## config.mk

```make
export PLATFORM = sky130hd
export DESIGN_NAME = ysyx_25040105_ifu_fetch
export DESIGN_NICKNAME = d
export VERILOG_FILES = /design/src/rtl/ysyx_25040105_ifu_fetch.sv
export SDC_FILE = /design/constraint.sdc
export NUM_CORES = 1
export LEC_CHECK = 0
export CAP_MARGIN = 25
export CORE_AREA = 2 2 106 108
export DETAILED_ROUTE_END_ITERATION = 8
export DIE_AREA = 0 0 108 110
export GPL_TIMING_DRIVEN = 0
export MAX_ROUTING_LAYER = met4
export PLACE_DENSITY = 0.92
export SYNTH_ARGS = -nofsm -noshare
export SYNTH_HDL_FRONTEND = slang
export SYNTH_SLANG_ARGS = --single-unit
export TNS_END_PERCENT = 30
```

## constraint.sdc

```tcl
create_clock -name clk -period 2.8 [get_ports clk]
set_input_delay 0.28 -clock clk [delete_from_list [all_inputs] [get_ports clk]]
set_output_delay 0.28 -clock clk [all_outputs]
set_load 0.05 [all_outputs]
```

## src/rtl/ysyx_25040105_ifu_fetch.sv

```systemverilog
// Purpose: instruction fetch unit that keeps the PC, reads one word at a time from imem and hands {inst, pc, fault} to decode.
// Latency: a request is issued from S_REQ. Best case, inst_valid asserts the cycle after rsp_valid.
// Backpressure: the imem request is held stable until req_ready. inst/inst_pc/inst_fault are held until inst_ready. Responses are never stalled.
module ysyx_25040105_ifu_fetch #(
    parameter logic [31:0] RESET_PC = 32'h8000_0000,
    parameter int unsigned TIMEOUT  = 256
) (
    input  logic        clk,
    input  logic        rst_n,
    output logic        imem_req_valid,
    input  logic        imem_req_ready,
    output logic [31:0] imem_req_addr,
    input  logic        imem_rsp_valid,
    input  logic [31:0] imem_rsp_data,
    input  logic        imem_rsp_err,
    output logic        inst_valid,
    input  logic        inst_ready,
    output logic [31:0] inst,
    output logic [31:0] inst_pc,
    output logic        inst_fault,
    input  logic        redirect_valid,
    input  logic [31:0] redirect_pc,
    input  logic        halt,
    output logic        halted
);

    localparam int unsigned WDW = (TIMEOUT > 1) ? $clog2(TIMEOUT) : 1;
    localparam logic [WDW-1:0] WDOG_LAST = WDW'(TIMEOUT - 1);
    localparam logic [31:0] NOP = 32'h0000_0013;

    typedef enum logic [2:0] {
        S_IDLE,
        S_REQ,
        S_WAIT,
        S_OUT,
        S_HALT
    } state_t;

    state_t         r_state;
    logic [31:0]    r_pc;
    logic           r_drop;
    logic [WDW-1:0] r_wdog;
    logic [31:0]    r_inst;
    logic [31:0]    r_inst_pc;
    logic           r_fault;

    state_t         w_state_nxt;
    logic [31:0]    w_pc_nxt;
    logic           w_drop_nxt;
    logic [WDW-1:0] w_wdog_nxt;
    logic [31:0]    w_inst_nxt;
    logic [31:0]    w_inst_pc_nxt;
    logic           w_fault_nxt;

    logic   w_misaligned;
    logic   w_req_fire;
    logic   w_timeout;
    state_t w_resume;

    // A misaligned PC never reaches the memory; it becomes a fault in S_OUT instead.
    assign w_misaligned   = (r_pc[1:0] != 2'b00);
    assign w_req_fire     = imem_req_valid & imem_req_ready;
    assign w_timeout      = (TIMEOUT != 0) && (r_wdog == WDOG_LAST);
    assign w_resume       = halt ? S_HALT : S_REQ;

    assign imem_req_valid = (r_state == S_REQ) && !w_misaligned;
    assign imem_req_addr  = r_pc;
    assign inst_valid     = (r_state == S_OUT);
    assign inst           = r_inst;
    assign inst_pc        = r_inst_pc;
    assign inst_fault     = r_fault;
    assign halted         = (r_state == S_HALT);

    // Next-state and datapath update; redirect always overrides the sequential PC outside S_HALT.
    always_comb begin
        w_state_nxt   = r_state;
        w_pc_nxt      = r_pc;
        w_drop_nxt    = r_drop;
        w_wdog_nxt    = r_wdog;
        w_inst_nxt    = r_inst;
        w_inst_pc_nxt = r_inst_pc;
        w_fault_nxt   = r_fault;
        case (r_state)
            S_IDLE: begin
                if (redirect_valid) begin
                    w_pc_nxt = redirect_pc;
                end
                w_state_nxt = w_resume;
            end
            S_REQ: begin
                if (redirect_valid) begin
                    w_pc_nxt = redirect_pc;
                    // An accepted request whose PC was just replaced must have its response thrown away.
                    if (w_req_fire) begin
                        w_state_nxt = S_WAIT;
                        w_wdog_nxt  = '0;
                        w_drop_nxt  = 1'b1;
                    end
                end else if (w_misaligned) begin
                    w_state_nxt   = S_OUT;
                    w_inst_nxt    = NOP;
                    w_fault_nxt   = 1'b1;
                    w_inst_pc_nxt = r_pc;
                end else if (w_req_fire) begin
                    w_state_nxt = S_WAIT;
                    w_wdog_nxt  = '0;
                    w_drop_nxt  = 1'b0;
                end
            end
            S_WAIT: begin
                w_wdog_nxt = r_wdog + 1'b1;
                if (redirect_valid) begin
                    w_pc_nxt = redirect_pc;
                    // If the outstanding fetch ends this very cycle there is nothing left to drop.
                    if (imem_rsp_valid || w_timeout) begin
                        w_drop_nxt  = 1'b0;
                        w_state_nxt = w_resume;
                    end else begin
                        w_drop_nxt = 1'b1;
                    end
                end else if (imem_rsp_valid) begin
                    if (r_drop) begin
                        w_drop_nxt  = 1'b0;
                        w_state_nxt = w_resume;
                    end else begin
                        w_inst_nxt    = imem_rsp_err ? NOP : imem_rsp_data;
                        w_fault_nxt   = imem_rsp_err;
                        w_inst_pc_nxt = r_pc;
                        w_state_nxt   = S_OUT;
                    end
                end else if (w_timeout) begin
                    // A timed-out fetch that was already abandoned is simply refetched at the new PC.
                    if (r_drop) begin
                        w_drop_nxt  = 1'b0;
                        w_state_nxt = w_resume;
                    end else begin
                        w_inst_nxt    = NOP;
                        w_fault_nxt   = 1'b1;
                        w_inst_pc_nxt = r_pc;
                        w_state_nxt   = S_OUT;
                    end
                end
            end
            S_OUT: begin
                if (redirect_valid) begin
                    w_pc_nxt    = redirect_pc;
                    w_state_nxt = w_resume;
                end else if (inst_ready) begin
                    w_pc_nxt    = r_pc + 32'd4;
                    w_state_nxt = w_resume;
                end
            end
            S_HALT: begin
                w_state_nxt = S_HALT;
            end
            default: begin
                w_state_nxt = S_IDLE;
            end
        endcase
    end

    // State register; reset abandons any outstanding fetch immediately.
    always_ff @(posedge clk or negedge rst_n) begin
        if (!rst_n) begin
            r_state   <= S_IDLE;
            r_pc      <= RESET_PC;
            r_drop    <= 1'b0;
            r_wdog    <= '0;
            r_inst    <= 32'h0;
            r_inst_pc <= RESET_PC;
            r_fault   <= 1'b0;
        end else begin
            r_state   <= w_state_nxt;
            r_pc      <= w_pc_nxt;
            r_drop    <= w_drop_nxt;
            r_wdog    <= w_wdog_nxt;
            r_inst    <= w_inst_nxt;
            r_inst_pc <= w_inst_pc_nxt;
            r_fault   <= w_fault_nxt;
        end
    end

endmodule

```

==> results of run 1 <==
layer usage:
metal | track usage, % | up-vias | part of all wire (%)
met4 | 10.2 | 0 | 2.1
met1 | 34.6 | 2429 | 40
met5 | - | - | 0
met3 | 4.47 | 44 | 10
met2 | 45.5 | 344 | 48
li1 | - | 2280 | -
sequential cells by signal, summed over array words and instances, names as in the netlist:
name,cells
inst_pc,32
inst,32
r_state,3
r_drop,1
r_wdog,8
inst_fault,1
imem_req_addr,32
repair_timing:
action	4_1_cts	5_1_grt
hold buffers	1	0
buffers inserted	0	0
hold endpoints to repair	38	0
setup endpoints to repair	0	0
power breakdown:
part | switching (mW) | internal [mW] | total (mW)
registers | 0.643 | 2.17 | 2.81
logic | 3.00 | 1.64 | 4.64
clock network | 0.540 | 0.440 | 0.980
cells in the mapped netlist (all sizes together), types with 5 or more instances:
cell and count:
a21oi 39, a22oi 5, a2bb2oi 6, a31oi 6, and2 7, and3 13, buf 25, clkbuf 10
dfrtp 107, inv 8, mux2 33, nand2 89, nand2b 6, nand3 24, nand4 11, nor2 25
nor3 12, o21ai 48, o22a 5, o22ai 8
worst register-to-register path, stage by stage (launching register included):
cell	delay [ns]
dfrtp_1	0.44
ha_1	0.25
nand3_1	0.19
nor4_4	0.59
nand2_1	0.27
o211ai_1	0.29
nand3b_1	0.10
area by class of cell:
| cell class | instances | area [um2] | area share [%] |
|---|---|---|---|
| timing repair buffer | 172 | 1740 | 23.6 |
| inverter | 8 | 30.0 | 0.408 |
| buffer | 35 | 169 | 2.30 |
| tap | 140 | 175 | 2.38 |
| clock buffer | 11 | 141 | 1.92 |
| clock inverter | 5 | 60.1 | 0.816 |
| multi-input combinational | 384 | 2320 | 31.5 |
| sequential | 109 | 2730 | 37.1 |
metrics by stage:
step	utilization [%]	hold slack [ns]	setup TNS (ns)
floorplan	-	-0.0156	0
global placement	66.6	0.466	-275.16
detailed placement	66.8	0.282	0
CTS	68.8	0.240	0
global route	68.8	0.284	0
finish	68.8	0.262	0
placed cells by master (no fill, tap or decap), types with 5 or more instances in the layout:
| master | count |
|---|---|
| clkdlybuf4s50_1 | 169 |
| dfrtp_1 | 107 |
| nand2_1 | 89 |
| o21ai_0 | 43 |
| a21oi_1 | 39 |
| mux2_2 | 31 |
| buf_2 | 24 |
| nor2_1 | 24 |
| nand3_1 | 24 |
| and3_1 | 13 |
| nor3_1 | 12 |
| clkbuf_1 | 11 |
| nand4_1 | 10 |
| clkbuf_8 | 10 |
| inv_1 | 8 |
| o22ai_1 | 8 |
| and2_1 | 7 |
| nand2b_1 | 6 |
| a2bb2oi_1 | 6 |
| a31oi_1 | 5 |
| a22oi_1 | 5 |
| o22a_1 | 5 |
| o21ai_1 | 5 |
cells by family (layout without fill, tap and decap cells):
| group | count (synthesis) | after routing | synth area share (%) |
|---|---|---|---|
| fa+ha+maj | 2 | 2 | 0.478 |
| flops | 109 | 109 | 52.1 |
| xor+xnor | 4 | 4 | 0.669 |
| mux | 35 | 35 | 7.48 |
| simple gates | 206 | 206 | 19.7 |
| compound gates | 137 | 137 | 15.7 |
| buf+inv | 43 | 231 | 3.80 |
worst max path at each step:
stage	endpoint	cells past startpoint	start	slack (ns)
floorplan	r_state[0]	4	imem_req_addr[1]	0.43
global placement	inst_pc[10]	1	rst_n	-2.56
detailed placement	imem_req_addr[9]	7	inst_ready	0.41
CTS	imem_req_valid	3	r_state[2]	0.22
global route	imem_req_valid	3	r_state[2]	0.15
finish	imem_req_valid	3	r_state[2]	0.24
==> flow_metrics.tcl, run 1 <==
set metrics [dict create \
    cts_buffers 9 \
    fin_ws_ns 0.237 \
    total_power_mw 8.44 \
    syn_area_per_cell_um2 9.77 \
    period_needed_ns 2.56 \
    place_area_mm2 0.00715 \
    arrival_ns 2.28 \
    final_nets 793 \
    vias_per_cell 5.90 \
    drive_above_1_share_pct 11.5 \
    crit-reg2reg-launch "imem_req_addr[2]" \
    grt_start_max_net_pins 72 \
    cp-end-kind "output pin" \
    ys_top_cells_by_area "dfrtp_1, mux2_2, nand2_1, o21ai_0, a21oi_1" \
    die_height_um 110 \
    rows 38 \
    max_freq_mhz 390 \
    cp.buffers_inverters 2 \
    crit_slowest_cell "clkdlybuf4s50_1" \
    core-area_mm2 0.0107 \
    relSlewSlack_pct 62.6 \
    die_area_mm2 0.0119 \
    rsz0062_at_grt "no" \
    drtPass1Iterations 5 \
    drv_cap 0 \
    synthArstFlopShare_pct 100 \
    hold_path_depth 3 \
    area_growth_pct 40.5 \
    rr_worst_depth 6 \
    slowest_delay_ns 0.89 \
    grt_pass1_vias 4991 \
    cts_sinks 109 \
    hold_path_startpoint "redirect_valid" \
    drc 0 \
    fin_crit_sh_pct 91.5 \
    io-pin-count 172 \
    netlist_instances 536 \
    cp_max_fo 10 \
    clock_latency_ns 0.38 \
    synthDistinctLibCells 50 \
    antenna_found_initial 0 \
    clockBufferDepth 2 \
    synth-seq-cells 109 \
    post-place-cells 847 \
    cp_top_family "buffers and inverters" \
    leakage_nw 2.99 \
    cellPowerDensity_mw_per_mm2 1150 \
    dr_total_vias 5097 \
    finalSetupViolCount 0 \
    final_area_mm2 0.00736 \
    ys.warnings.count 0 \
    cts_root_buf "clkbuf_8" \
    h-tree-depth 3 \
    final_antenna_net_count 0 \
    drt-wirelength-per-cell_um 18.3 \
    final_hold_viol_count 0 \
    instances_no_fill 864 \
    fill_cells 805 \
    grt_overflow 0 \
    gr-usage-all-layers_pct 27.6 \
    pre_cts_ws_ns 0.406 \
    drtIter0Drc 390 \
    tightest_slew_ns 0.561 \
    holdPathEnd "r_drop" \
    criticalPathCategory "reg -> out" \
    status "finished clean" \
    post_cts_resize_count 0 \
    r2r_end "imem_req_addr[28]" \
    hp-class "in -> reg" \
    wl_um 15800 \
    synth.largest_area_cell "dfrtp_1" \
    synth_edf_count 0 \
    cts_tree "built" \
    port_buffers 170 \
    yosysSeqAreaShare_pct 52.1 \
    dp_hpwl_um 11500 \
    num_antenna_cells 0 \
    die_w_um 108 \
    ys.flop_type "dfrtp_1" \
    fin_skew_ns 0.0124 \
    syn_area_mm2 0.00524 \
    required_ns 2.52 \
    peakVddDrop_v 0.000941 \
    start_util_pct 49.0 \
    worstSetupStartpointType "flop" \
    r2r_slack_ns 0.55 \
    slew_viol_final 0 \
    clk_transition_reported_paths_ns 0.10 \
    gp_congestion 0.870 \
    synthesis.nets 610 \
    synth_top_area_share_pct 51.1 \
    path_cells "buf_2, nor4_2, clkdlybuf4s50_1" \
    grt_pass1_wl_um 24700 \
]
No activity file was read; power rests on OpenSTA's default activity.
==> run 2, diff against run 1 <==
Settings changed: CORE_AREA 2 2 106 108 to 2 2 110 112, DIE_AREA 0 0 108 110 to 0 0 112 114, PLACE_DENSITY 0.92 to 0.87.
Clock period 2.8 ns to 2.7 ns, I/O delays scaled along.
==> flow_metrics.tcl, run 2 (synthesis results as in run 1) <==
set metrics [dict create \
    status "finished clean" \
    fin_skew_ns 0.00828 \
    gp_congestion 0.908 \
    cp.buffers_inverters 2 \
    pre_cts_ws_ns 0.290 \
    p_clk_share_pct 14.6 \
    finalSetupViolCount 0 \
    io-pin-count 172 \
    total_power_mw 9.03 \
    port_buffers 170 \
    p_comb_share_pct 53.1 \
    clk_transition_reported_paths_ns 0.07 \
    cp-end-kind "output pin" \
    dp_hpwl_um 11600 \
    leakage_nw 3.03 \
    p_int_mw 4.70 \
    wl_um 15900 \
    hp-class "in -> reg" \
    max_freq_mhz 393 \
    die_w_um 112 \
    drv_cap 0 \
    start_util_pct 44.7 \
    required_ns 2.43 \
    cp_max_fo 10 \
    slew_viol_final 0 \
    fin_crit_sh_pct 94.2 \
    fin_ws_ns 0.156 \
    post-place-cells 854 \
    period_needed_ns 2.54 \
    path_cells "buf_2, nor4_2, clkdlybuf4s50_1" \
    h-tree-depth 3 \
    core-area_mm2 0.0117 \
    drtIter0Drc 351 \
    clock_latency_ns 0.35 \
    final.setup.tns_ns 0 \
    arrival_ns 2.27 \
    grt_pass1_vias 5032 \
    cts_tree "built" \
    cts_sinks 109 \
    crit_slowest_cell "clkdlybuf4s50_1" \
    cts_buffers 9 \
    rsz0062_at_grt "no" \
    peakVddDrop_v 0.000972 \
    grt_pass1_wl_um 25500 \
    worstSetupStartpointType "flop" \
    rows 40 \
    final_antenna_net_count 0 \
    cp_top_family "buffers and inverters" \
    cts_root_buf "clkbuf_16" \
    tightest_slew_ns 0.578 \
    vias_per_cell 5.73 \
    drc 0 \
    p_sw_share_pct 48.0 \
    relSlewSlack_pct 61.5 \
    slowest_delay_ns 0.89 \
    grt_overflow 0 \
    die_area_mm2 0.0128 \
    p_seq_share_pct 32.2 \
    r2r_slack_ns 0.51 \
    antenna_found_initial 0 \
    final_common_cell "clkdlybuf4s50_1" \
    whs_ns 0.287 \
    dr_total_vias 4990 \
    final_hold_viol_count 0 \
    netSwitchingPower_mw 4.33 \
    instances_no_fill 871 \
    drtPass1Iterations 5 \
    num_antenna_cells 0 \
    criticalPathCategory "reg -> out" \
    grt_start_max_net_pins 74 \
    drive_above_1_share_pct 11.0 \
    drt-wirelength-per-cell_um 18.2 \
    gr-usage-all-layers_pct 25.9 \
    clockBufferDepth 2 \
    area_growth_pct 42.3 \
    cellPowerDensity_mw_per_mm2 1210 \
    postCtsSetupBuffers 0 \
    final_nets 793 \
    die_height_um 114 \
    mostFrequentLayoutCells "clkdlybuf4s50_1, dfrtp_1, nand2_1" \
]
run 2: cell count changes in the layout (fill, tap and decap cells not counted), sizes merged:
cell,change
clkbuf,+3
clkinv,-2
clkinvlp,-1
run 2: final cells by class:
cell class | instances | area, um2
multi-input cells | 384 | 2320
inverters | 8 | 30.0
clock inverters | 2 | 35.0
plain buffers | 35 | 169
fillers | 949 | 4260
flip-flops and latches | 109 | 2730
clock buffers | 14 | 254
repair buffers | 172 | 1740
well taps | 147 | 184
run 2: worst paths after layout:
| kind | to | from | depth (start not counted) |
|---|---|---|---|
| max | imem_req_valid | r_state[2] | 3 |
| min | r_drop | redirect_valid | 3 |
| max reg2reg | inst[6] | r_wdog[0] | 8 |
| min reg2reg | inst[14] | inst[14] | 2 |
| max in group asynchronous | imem_req_addr[31] | rst_n | 3 |
| min in group asynchronous | inst[7] | rst_n | 2 |
run 2: stage by stage:
| stage | cell area [um2] | utilization [%] |
|---|---|---|
| floorplan | 5250 | - |
| global placement | 7130 | 60.9 |
| detailed placement | 7160 | 61.1 |
| CTS | 7450 | 63.7 |
| global route | 7450 | 63.7 |
| finish | 7450 | 63.7 |
run 2: power groups by stage:
stage	Combinational, mW	Sequential, mW	Clock (mW)
after floorplan	1.33	4.64	0
after global routing	5.04	3.00	1.43
final	4.80	2.91	1.32
after CTS	4.81	2.90	1.36
after global placement	4.72	2.88	0
after detailed placement	4.79	2.93	0
run 2: timing repair:
item,in CTS,in global routing
endpoints found under the hold margin,36,0
hold buffers,1,0
resized for setup,0,0
run 2: worst reg2reg max path: cells and delay by family, from the launching register on:
family	cells	cell delay (ns)
adders and majority gates	1	0.24
buffers and inverters	2	0.65
and+or+nand+nor	2	0.18
DFF	1	0.41
AOI/OAI and AO/OA	3	0.62
run 2: metal layers:
layer  vias up  share of wire [%]  GRT usage [%]
met5         -                  0              -
met4         0                2.7           12.2
li1       2284                  -              -
met3        33                8.0           5.10
met2       290                 48           41.9
met1      2383                 41           31.6
==> run 3, diff against run 2 <==
Settings changed: CORE_AREA 2 2 110 112 to 2 2 108 110, CTS_BUF_LIST set to sky130_fd_sc_hd__clkbuf_8, DIE_AREA 0 0 112 114 to 0 0 110 112, GPL_ROUTABILITY_DRIVEN set to 0, PLACE_DENSITY 0.87 to 0.9.
==> flow_metrics.tcl, run 3 (synthesis results as in run 1) <==
set metrics [dict create \
    status "finished clean" \
    final_common_cell "clkdlybuf4s50_1" \
    multi_input_area_mm2 0.00232 \
    final_antenna_net_count 0 \
    mostFrequentLayoutCells "clkdlybuf4s50_1, dfrtp_1, nand2_1" \
    start_util_pct 46.9 \
    cp.buffers_inverters 2 \
    cp.depth 3 \
    die_area_mm2 0.0123 \
    clock_latency_ns 0.37 \
    required_ns 2.43 \
    crit_slowest_cell "clkdlybuf4s50_1" \
    period_needed_ns 2.59 \
    h-tree-depth 3 \
    peakVddDrop_v 0.000969 \
    fin_util_pct 65.9 \
    fin_skew_ns 0.0115 \
    criticalPathCategory "reg -> out" \
    gr-usage-all-layers_pct 27.2 \
    clockBufferDepth 2 \
    met1_usage_pct 32.9 \
    drtIter0Drc 359 \
    drtPass1Iterations 6 \
    grt_overflow 0 \
    vias_per_cell 5.90 \
    final.setup.tns_ns 0 \
    cts_sinks 109 \
    max_freq_mhz 387 \
    area_growth_pct 40.5 \
    pre_cts_ws_ns 0.314 \
    path_cells "buf_2, nor4_2, clkdlybuf4s50_1" \
    drc 0 \
    tightest_slew_ns 0.663 \
    postCtsSetupBuffers 0 \
    drive_above_1_share_pct 11.5 \
    worstSetupStartpointType "flop" \
    drv_cap 0 \
    slowest_delay_ns 0.88 \
    die_height_um 112 \
    cts_buffers 9 \
    cp_top_family "buffers and inverters" \
    seq_area_mm2 0.00273 \
    cellPowerDensity_mw_per_mm2 1190 \
    io-pin-count 172 \
    cp-end-kind "output pin" \
    busiest_layer "met2" \
    num_antenna_cells 0 \
    rr_worst_depth 6 \
    dp_hpwl_um 11600 \
    slew_viol_final 0 \
    use_met3_pct 6.03 \
    grt_pass1_wl_um 25800 \
    arrival_ns 2.32 \
    final_nets 793 \
    rows 39 \
    dr_total_vias 5108 \
    grt_pass1_vias 5266 \
    port_buffers 170 \
    antenna_found_initial 0 \
    cts_tree "built" \
    relSlewSlack_pct 55.8 \
    core-area_mm2 0.0112 \
    drt-wirelength-per-cell_um 18.3 \
    fin_ws_ns 0.113 \
    clk_transition_reported_paths_ns 0.10 \
    cp_max_fo 10 \
    finalSetupViolCount 0 \
    leakage_nw 2.99 \
    hp-class "in -> reg" \
    die_w_um 110 \
    grt_use_met2_pct 44.9 \
    hold_path_depth 3 \
    grt_start_max_net_pins 61 \
    total_power_mw 8.76 \
    fill_cells 880 \
    fin_crit_sh_pct 95.8 \
    rsz0062_at_grt "no" \
    final_hold_viol_count 0 \
    cts_root_buf "clkbuf_8" \
    wl_um 15900 \
]
==> run 3: worst register-to-register path: stages, from the launching register on <==
cell      delay, ns
dfrtp_1        0.46
ha_1           0.25
nand3_1        0.21
nor4_4         0.62
nand2_1        0.29
o211ai_1       0.25
nand3b_1       0.10
==> run 3: layout make-up <==
cell class	instances	area share [%]
tap	143	2.43
timing repair buffer	172	23.6
sequential	109	37.1
multi-input combinational	384	31.5
buffer	35	2.30
clock inverter	4	0.646
inverter	8	0.408
clock buffer	11	2.06
==> run 3: path summary, 6_finish.rpt <==
path                                  start                 to  slack [ns]
max                              r_state[2]     imem_req_valid        0.11
min                          redirect_valid             r_drop        0.26
max reg2reg                imem_req_addr[2]  imem_req_addr[28]        0.40
min reg2reg                         inst[8]            inst[8]        0.49
max in group asynchronous             rst_n        inst_pc[31]        1.47
min in group asynchronous             rst_n        inst_pc[18]        0.47
==> run 3: layer usage <==
| metal | routed length [um] | vias up | share of wire (%) |
|---|---|---|---|
| met5 | 0 | - | 0 |
| met4 | 331 | 0 | 2.1 |
| met3 | 1480 | 40 | 9.3 |
| met2 | 7940 | 334 | 50 |
| met1 | 6110 | 2451 | 38 |
| li1 | - | 2283 | - |
==> run 3: timing repair <==
| action | 4_1_cts | 5_1_grt |
|---|---|---|
| endpoints found under the hold margin | 48 | 0 |
| gates resized for setup | 0 | 0 |
| hold buffers | 1 | 0 |
==> run 3: per-stage QoR <==
step / instances / hold WS (ns) / cell area [um2]
2_1_floorplan: 536 / -0.0256 / 5250
3_3_place_gp: 849 / 0.462 / 7130
3_5_place_dp: 850 / 0.344 / 7150
4_1_cts: 866 / 0.238 / 7360
5_1_grt: 866 / 0.270 / 7360
6_report: 866 / 0.259 / 7360
==> run 3: report_power, final <==
group	leakage, nW	internal, mW	switching [mW]
Clock	0.101	0.472	0.534
Sequential	1.32	2.25	0.671
Combinational	1.56	1.70	3.13
Total	2.99	4.42	4.33
